## src/rtl/t5_dwb_wbuf_if.sv

```systemverilog
// CPU data-bus and memory-bus bundle for the posted-write buffer.
// slave is the buffer's view; master is the CPU/memory side that drives it.
interface t5_dwb_wbuf_if #(
    parameter int XLEN  = 32,
    parameter int DEPTH = 4
);
    localparam int LW = $clog2(DEPTH) + 1;

    logic [XLEN-3:0] dwb_adr;
    logic [XLEN-1:0] dwb_dto;
    logic [3:0]      dwb_sel;
    logic            dwb_stb;
    logic            dwb_wre;
    logic            dwb_ack;
    logic [XLEN-1:0] dwb_dti;
    logic            dwb_err;

    logic [XLEN-3:0] mem_adr;
    logic [XLEN-1:0] mem_dto;
    logic [3:0]      mem_sel;
    logic            mem_stb;
    logic            mem_wre;
    logic            mem_ack;
    logic [XLEN-1:0] mem_dti;

    logic [LW-1:0]   buf_lvl;

    modport slave (
        input  dwb_adr, dwb_dto, dwb_sel, dwb_stb, dwb_wre, mem_ack, mem_dti,
        output dwb_ack, dwb_dti, dwb_err, mem_adr, mem_dto, mem_sel, mem_stb, mem_wre, buf_lvl
    );

    modport master (
        output dwb_adr, dwb_dto, dwb_sel, dwb_stb, dwb_wre, mem_ack, mem_dti,
        input  dwb_ack, dwb_dti, dwb_err, mem_adr, mem_dto, mem_sel, mem_stb, mem_wre, buf_lvl
    );
endinterface

```

## src/rtl/t5_dwb_wbuf.sv

```systemverilog
// Posted-write buffer between the CPU data bus and a single-outstanding memory port.
// Reads wait for the FIFO to drain, so memory always sees program order.
//   state | meaning
//   IDLE  | no memory transaction; start a write if FIFO non-empty, else a pending read
//   WR    | FIFO head on the memory bus, waiting for mem_ack (pop on ack)
//   GAP   | one idle strobe cycle after a write
//   RD    | latched read request on the memory bus, waiting for mem_ack
//   RSP   | read data returned to the CPU with dwb_ack
module t5_dwb_wbuf #(
    parameter int XLEN  = 32,
    parameter int DEPTH = 4
) (
    input  logic           sys_clk,
    input  logic           sys_rst,
    t5_dwb_wbuf_if.slave   bus
);
    localparam int AW = $clog2(DEPTH);
    localparam int LW = AW + 1;
    localparam logic [LW-1:0] FULL_LVL = LW'(DEPTH);

    typedef enum logic [2:0] {IDLE, WR, GAP, RD, RSP} state_t;

    state_t          state;

    logic [XLEN-3:0] fifo_adr [DEPTH];
    logic [XLEN-1:0] fifo_dto [DEPTH];
    logic [3:0]      fifo_sel [DEPTH];
    logic [AW-1:0]   wr_ptr;
    logic [AW-1:0]   rd_ptr;
    logic [LW-1:0]   lvl;

    logic            rd_pend;
    logic [XLEN-3:0] rd_adr;
    logic [3:0]      rd_sel;

    logic            ack_q;
    logic            err_q;
    logic [XLEN-1:0] dti_q;
    logic [XLEN-3:0] m_adr;
    logic [XLEN-1:0] m_dto;
    logic [3:0]      m_sel;
    logic            m_stb;
    logic            m_wre;

    logic            sel_ok;
    logic            req;
    logic            push;
    logic            pop;
    logic            start_wr;
    logic            start_rd;

    function automatic logic sel_legal(input logic [3:0] s);
        case (s)
            4'h1, 4'h2, 4'h4, 4'h8, 4'h3, 4'hC, 4'hF: sel_legal = 1'b1;
            default:                                   sel_legal = 1'b0;
        endcase
    endfunction

    // A pending read blocks the CPU, so its held strobe must not be re-sampled.
    always_comb begin
        sel_ok   = sel_legal(bus.dwb_sel);
        req      = bus.dwb_stb && !ack_q && !rd_pend;
        push     = req && bus.dwb_wre && sel_ok && (lvl != FULL_LVL);
        pop      = (state == WR) && bus.mem_ack;
        start_wr = ((state == IDLE) || (state == GAP)) && (lvl != '0);
        start_rd = ((state == IDLE) || (state == GAP)) && (lvl == '0) && rd_pend;
    end

    always_ff @(posedge sys_clk) begin
        if (push) begin
            fifo_adr[wr_ptr] <= bus.dwb_adr;
            fifo_dto[wr_ptr] <= bus.dwb_dto;
            fifo_sel[wr_ptr] <= bus.dwb_sel;
        end
    end

    always_ff @(posedge sys_clk) begin
        if (sys_rst) begin
            state   <= IDLE;
            wr_ptr  <= '0;
            rd_ptr  <= '0;
            lvl     <= '0;
            rd_pend <= 1'b0;
            rd_adr  <= '0;
            rd_sel  <= '0;
            ack_q   <= 1'b0;
            err_q   <= 1'b0;
            dti_q   <= '0;
            m_adr   <= '0;
            m_dto   <= '0;
            m_sel   <= '0;
            m_stb   <= 1'b0;
            m_wre   <= 1'b0;
        end else begin
            ack_q <= 1'b0;
            err_q <= 1'b0;

            if (req) begin
                if (!sel_ok) begin
                    ack_q <= 1'b1;
                    err_q <= 1'b1;
                end else if (bus.dwb_wre) begin
                    if (push) begin
                        ack_q <= 1'b1;
                    end
                end else begin
                    rd_pend <= 1'b1;
                    rd_adr  <= bus.dwb_adr;
                    rd_sel  <= bus.dwb_sel;
                end
            end

            if (push) begin
                wr_ptr <= wr_ptr + AW'(1);
            end
            if (pop) begin
                rd_ptr <= rd_ptr + AW'(1);
            end
            case ({push, pop})
                2'b10:   lvl <= lvl + LW'(1);
                2'b01:   lvl <= lvl - LW'(1);
                default: lvl <= lvl;
            endcase

            case (state)
                IDLE: begin
                    if (start_wr) begin
                        state <= WR;
                    end else if (start_rd) begin
                        state <= RD;
                    end
                end
                WR: begin
                    if (bus.mem_ack) begin
                        state <= GAP;
                        m_stb <= 1'b0;
                        m_wre <= 1'b0;
                    end
                end
                GAP: begin
                    if (start_wr) begin
                        state <= WR;
                    end else if (start_rd) begin
                        state <= RD;
                    end else begin
                        state <= IDLE;
                    end
                end
                RD: begin
                    if (bus.mem_ack) begin
                        state   <= RSP;
                        m_stb   <= 1'b0;
                        dti_q   <= bus.mem_dti;
                        ack_q   <= 1'b1;
                        rd_pend <= 1'b0;
                    end
                end
                RSP: begin
                    state <= IDLE;
                end
                default: begin
                    state <= IDLE;
                end
            endcase

            if (start_wr) begin
                m_stb <= 1'b1;
                m_wre <= 1'b1;
                m_adr <= fifo_adr[rd_ptr];
                m_dto <= fifo_dto[rd_ptr];
                m_sel <= fifo_sel[rd_ptr];
            end else if (start_rd) begin
                m_stb <= 1'b1;
                m_wre <= 1'b0;
                m_adr <= rd_adr;
                m_dto <= '0;
                m_sel <= rd_sel;
            end
        end
    end

    assign bus.dwb_ack = ack_q;
    assign bus.dwb_err = err_q;
    assign bus.dwb_dti = dti_q;
    assign bus.mem_adr = m_adr;
    assign bus.mem_dto = m_dto;
    assign bus.mem_sel = m_sel;
    assign bus.mem_stb = m_stb;
    assign bus.mem_wre = m_wre;
    assign bus.buf_lvl = lvl;

endmodule
```

## src/flat_wrapper.sv

```systemverilog
// flat-port wrapper written by rule: the top's interface ports become plain ports
module t5_dwb_wbuf_flat 
#(
    parameter int XLEN  = 32,
    parameter int DEPTH = 4
)
  (sys_clk, sys_rst, bus_dwb_adr, bus_dwb_dto, bus_dwb_sel, bus_dwb_stb, bus_dwb_wre, bus_mem_ack, bus_mem_dti, bus_dwb_ack, bus_dwb_dti, bus_dwb_err, bus_mem_adr, bus_mem_dto, bus_mem_sel, bus_mem_stb, bus_mem_wre, bus_buf_lvl);
  t5_dwb_wbuf_if #(.XLEN(XLEN), .DEPTH(DEPTH)) bus_i ();
  input  logic sys_clk;
  input  logic sys_rst;
  input wire logic [$bits(bus_i.dwb_adr)-1:0] bus_dwb_adr;
  input wire logic [$bits(bus_i.dwb_dto)-1:0] bus_dwb_dto;
  input wire logic [$bits(bus_i.dwb_sel)-1:0] bus_dwb_sel;
  input wire logic [$bits(bus_i.dwb_stb)-1:0] bus_dwb_stb;
  input wire logic [$bits(bus_i.dwb_wre)-1:0] bus_dwb_wre;
  input wire logic [$bits(bus_i.mem_ack)-1:0] bus_mem_ack;
  input wire logic [$bits(bus_i.mem_dti)-1:0] bus_mem_dti;
  output wire logic [$bits(bus_i.dwb_ack)-1:0] bus_dwb_ack;
  output wire logic [$bits(bus_i.dwb_dti)-1:0] bus_dwb_dti;
  output wire logic [$bits(bus_i.dwb_err)-1:0] bus_dwb_err;
  output wire logic [$bits(bus_i.mem_adr)-1:0] bus_mem_adr;
  output wire logic [$bits(bus_i.mem_dto)-1:0] bus_mem_dto;
  output wire logic [$bits(bus_i.mem_sel)-1:0] bus_mem_sel;
  output wire logic [$bits(bus_i.mem_stb)-1:0] bus_mem_stb;
  output wire logic [$bits(bus_i.mem_wre)-1:0] bus_mem_wre;
  output wire logic [$bits(bus_i.buf_lvl)-1:0] bus_buf_lvl;
  assign bus_i.dwb_adr = bus_dwb_adr;
  assign bus_i.dwb_dto = bus_dwb_dto;
  assign bus_i.dwb_sel = bus_dwb_sel;
  assign bus_i.dwb_stb = bus_dwb_stb;
  assign bus_i.dwb_wre = bus_dwb_wre;
  assign bus_i.mem_ack = bus_mem_ack;
  assign bus_i.mem_dti = bus_mem_dti;
  assign bus_dwb_ack = bus_i.dwb_ack;
  assign bus_dwb_dti = bus_i.dwb_dti;
  assign bus_dwb_err = bus_i.dwb_err;
  assign bus_mem_adr = bus_i.mem_adr;
  assign bus_mem_dto = bus_i.mem_dto;
  assign bus_mem_sel = bus_i.mem_sel;
  assign bus_mem_stb = bus_i.mem_stb;
  assign bus_mem_wre = bus_i.mem_wre;
  assign bus_buf_lvl = bus_i.buf_lvl;
  t5_dwb_wbuf #(.XLEN(XLEN), .DEPTH(DEPTH)) u_core (.sys_clk(sys_clk), .sys_rst(sys_rst), .bus(bus_i));
endmodule
```

## config.mk

```make
export PLATFORM = sky130hd
export DESIGN_NAME = t5_dwb_wbuf_flat
export DESIGN_NICKNAME = d
export VERILOG_FILES = /design/src/rtl/t5_dwb_wbuf_if.sv /design/src/rtl/t5_dwb_wbuf.sv /design/src/flat_wrapper.sv
export SDC_FILE = /design/constraint.sdc
export NUM_CORES = 1
export LEC_CHECK = 0
export CAP_MARGIN = 20
export CORE_ASPECT_RATIO = 1.5
export CORE_MARGIN = 3
export CORE_UTILIZATION = 47
export DETAILED_ROUTE_END_ITERATION = 10
export PLACE_DENSITY_LB_ADDON = 0.2
export SYNTH_ARGS = -nofsm -noshare
export SYNTH_HDL_FRONTEND = slang
export SYNTH_SLANG_ARGS = --single-unit
```

## constraint.sdc

```tcl
create_clock -name sys_clk -period 3.82 [get_ports sys_clk]
set_input_delay 0.955 -clock sys_clk [delete_from_list [all_inputs] [get_ports sys_clk]]
set_output_delay 0.955 -clock sys_clk [all_outputs]
set_load 0.02 [all_outputs]
```

==> reports/metrics.yaml <==
setup_path:
  cp.arrival_ps: 3320
  cp-end-kind: "flop"
  crit_type: "primary input to flop"
  crit_fanout: 8
  crit_required_ps: 4270
  path_common_cell: "inv_1"
  startpoint_type: "primary input"
  reg2reg_slack_ps: 1370
  path_cells: "clkdlybuf4s50_1 > o21ai_0 > a21oi_2 > inv_1 > ha_1 > inv_1 > fa_1 > xor2_1 > or3_1 > a21oi_1"
  cpPeakStageDelay_ps: 540
  r2r_cells: 10
  critical_path.slowest_cell: "clkdlybuf4s50_1"
clocking:
  numCtsBuffers: 39
  cts.sinks: 413
  clk_latency_ps: 530
  cts_tree: "yes"
  cts_resized: 0
  cts_setup_buffers: 0
  hold_buffers: 0
  root_buffer: "clkbuf_16"
  htreeDepth: 2
  clk_path_buf_depth: 3
  cts.clk_slew.worst_paths_ps: 60
yosys:
  synth_cell_types: 42
  synth_nets: 1090
  synth_area_mm2: 0.0153
  yosys-top-cells-area: "edfxtp_1 (52%), dfxtp_1 (20%), mux4_2 (9.7%), nand2b_1 (2.9%), mux2i_1 (2.3%)"
  netlist_instances: 981
  syn_avg_cell_area_um2: 15.6
  ys_async_sr_fraction: 0
  yosys.area.top_type: "edfxtp_1"
  synth_top_area_share: 0.518
  ys_seq_area_frac: 0.714
  ys_warn_count: 0
  synth.ff_latch_count: 413
  synth_top_flop_cell: "edfxtp_1"
  synth_edf_count: 264
route:
  wl_per_cell_um: 20.0
  dr.pass1.iters: 5
  vias: 8700
  ant_nets: 0
  drc_errors: 0
  avgViaCountPerCell: 5.34
  routed_wirelength_um: 32600
  drtIter0Drc: 444
power:
  clkPwrFrac: 0.366
  swShare: 0.243
  seq_power_share: 0.490
  intPower_mw: 7.89
  comb_power_share: 0.144
  ir_worst_vdd_mv: 0.362
  p_total_mw: 10.4
  power.leakage_nw: 6.19
  p_per_area_mw_per_mm2: 546
  power_switching_mw: 2.53
layout:
  nNetsFinal: 1296
  layout_commonest_cell: "edfxtp_1"
  utilization: 0.598
  area_growth_pct: 24.9
  final-instance-count-excl-fill: 1629
  drive_above_1_share: 0.132
  mostFrequentLayoutCells: "edfxtp_1 (264), clkdlybuf4s50_1 (206), dfxtp_1 (147), nor2_1 (79), nand2b_1 (71)"
grt:
  grt_pass1_wl_um: 50300
  grt_pass1_vias: 8880
  overflow: 0
  antenna_found_initial: 2
  grt_max_degree: 82
  grt_usage: 0.184
timing:
  report.final.slew_viol_count: 0
  hold_viol_final: 0
  fin_crit_ps: 2870
  finalSetupTns_ps: 0
  worst_slew_pin_slew_ps: 1040
  setup_slack_ps: 948
  fin_crit_sh: 0.752
  fmax_mhz: 348
  slew_headroom: 0.305
  setup_violations: 0
  fin_worst_skew_ps: 15.7
  rsz0062_at_grt: "false"
floorplanning:
  die-area_mm2: 0.0348
  num_rows: 80
  io_pins: 208
  initial_utilization: 0.479
  core_mm2: 0.0319
  die_y_um: 227
  dieWidth_um: 153
job:
  maxCapViolCount: 0
placement:
  preCtsSetupSlack_ps: 473
  gp_congestion: 0.719
  dpl.hpwl_um: 19600
  portBuffers: 207
  numPlacedInstances: 1556
worst_hold_path:
  hold_class: "flop to flop"
  holdPathStages: 2
outcome:
  status: "finished clean"
[stage by stage]
stage	hold slack, ps	instance area, um2
final	453	19100
after global routing	473	19100
after CTS	455	19100
after detailed placement	446	17800
after global placement	440	17800
after floorplan	449	15300
[cells in the mapped netlist (all sizes together) (2+ instances only)]
cell,count
mux2i,35
buf,31
nand3b,3
inv,7
or3,2
nand3,2
nand2,68
a22oi,32
nor3,37
o21ai,3
and2,4
clkbuf,30
nand2b,71
nor2,80
o22ai,34
xor2,4
ha,5
dfxtp,149
a21oi,40
edfxtp,264
mux4,66
o21a,2
nor3b,2
[area by class of cell]
class,instances,area (um2)
fillers,2477,12800
flip-flops and latches,413,10900
multi-input cells,500,4060
repair buffers,226,2320
clock buffers,54,1090
well taps,410,513
clock inverters,17,166
inverters,7,26.3
diodes,2,5.00
[power groups by stage]
stage / sequential (mW) / clock, mW / combinational, mW
after global placement: 5.21 / 0 / 1.50
after CTS: 5.11 / 3.91 / 1.52
after global routing: 5.14 / 4.07 / 1.62
after detailed placement: 5.21 / 0 / 1.52
final: 5.11 / 3.81 / 1.50
after floorplan: 5.34 / 0 / 0.738
[state kept, by name, indices dropped and copies added (netlist names), named ones only]
register / flops
u_core.bus.mem_sel: 4
u_core.bus.dwb_dti: 32
u_core.state: 3
u_core.bus.dwb_ack: 1
u_core.bus.mem_stb: 1
u_core.wr_ptr: 2
u_core.bus.mem_dto: 32
u_core.bus.buf_lvl: 3
u_core.bus.mem_wre: 1
u_core.fifo_dto: 128
u_core.bus.mem_adr: 30
u_core.rd_adr: 30
u_core.fifo_adr: 120
u_core.rd_sel: 4
u_core.rd_pend: 1
u_core.rd_ptr: 2
u_core.fifo_sel: 16
u_core.bus.dwb_err: 1
[metal layers]
metal	vias up	track usage	routed length [um]
li1	4089	-	-
met5	-	0	0
met3	59	0.0365	1620
met4	0	0.0627	857
met1	4334	0.233	13400
met2	218	0.321	16800
[worst paths after layout]
kind,start,endpoint
min,u_core.bus.dwb_dti[4],u_core.bus.dwb_dti[4]
max,bus_dwb_sel[1],u_core.bus.buf_lvl[2]
max reg2reg,u_core.bus.buf_lvl[2],u_core.bus.buf_lvl[2]
min reg2reg,u_core.bus.dwb_dti[4],u_core.bus.dwb_dti[4]
[critical path: cells and delay by family]
family	cells	cell delay, ps
buffers and inverters	3	680
AOI/OAI and AO/OA	3	650
adders and majority gates	2	570
and+or+nand+nor	1	300
xor gates and xnor gates	1	150
[cells by family (layout without fill, tap and decap cells)]
logic type / count (synthesis) / in the layout / synth area share
xor+xnor: 5 / 5 / 0.00286
fa+ha+maj: 6 / 6 / 0.00540
flops: 413 / 413 / 0.714
mux: 102 / 102 / 0.121
buf+inv: 68 / 304 / 0.0238
other cells: 0 / 2 / 0
simple gates: 273 / 273 / 0.0863
compound gates: 114 / 114 / 0.0472
Note: power is estimated with default switching activity, not from simulation.
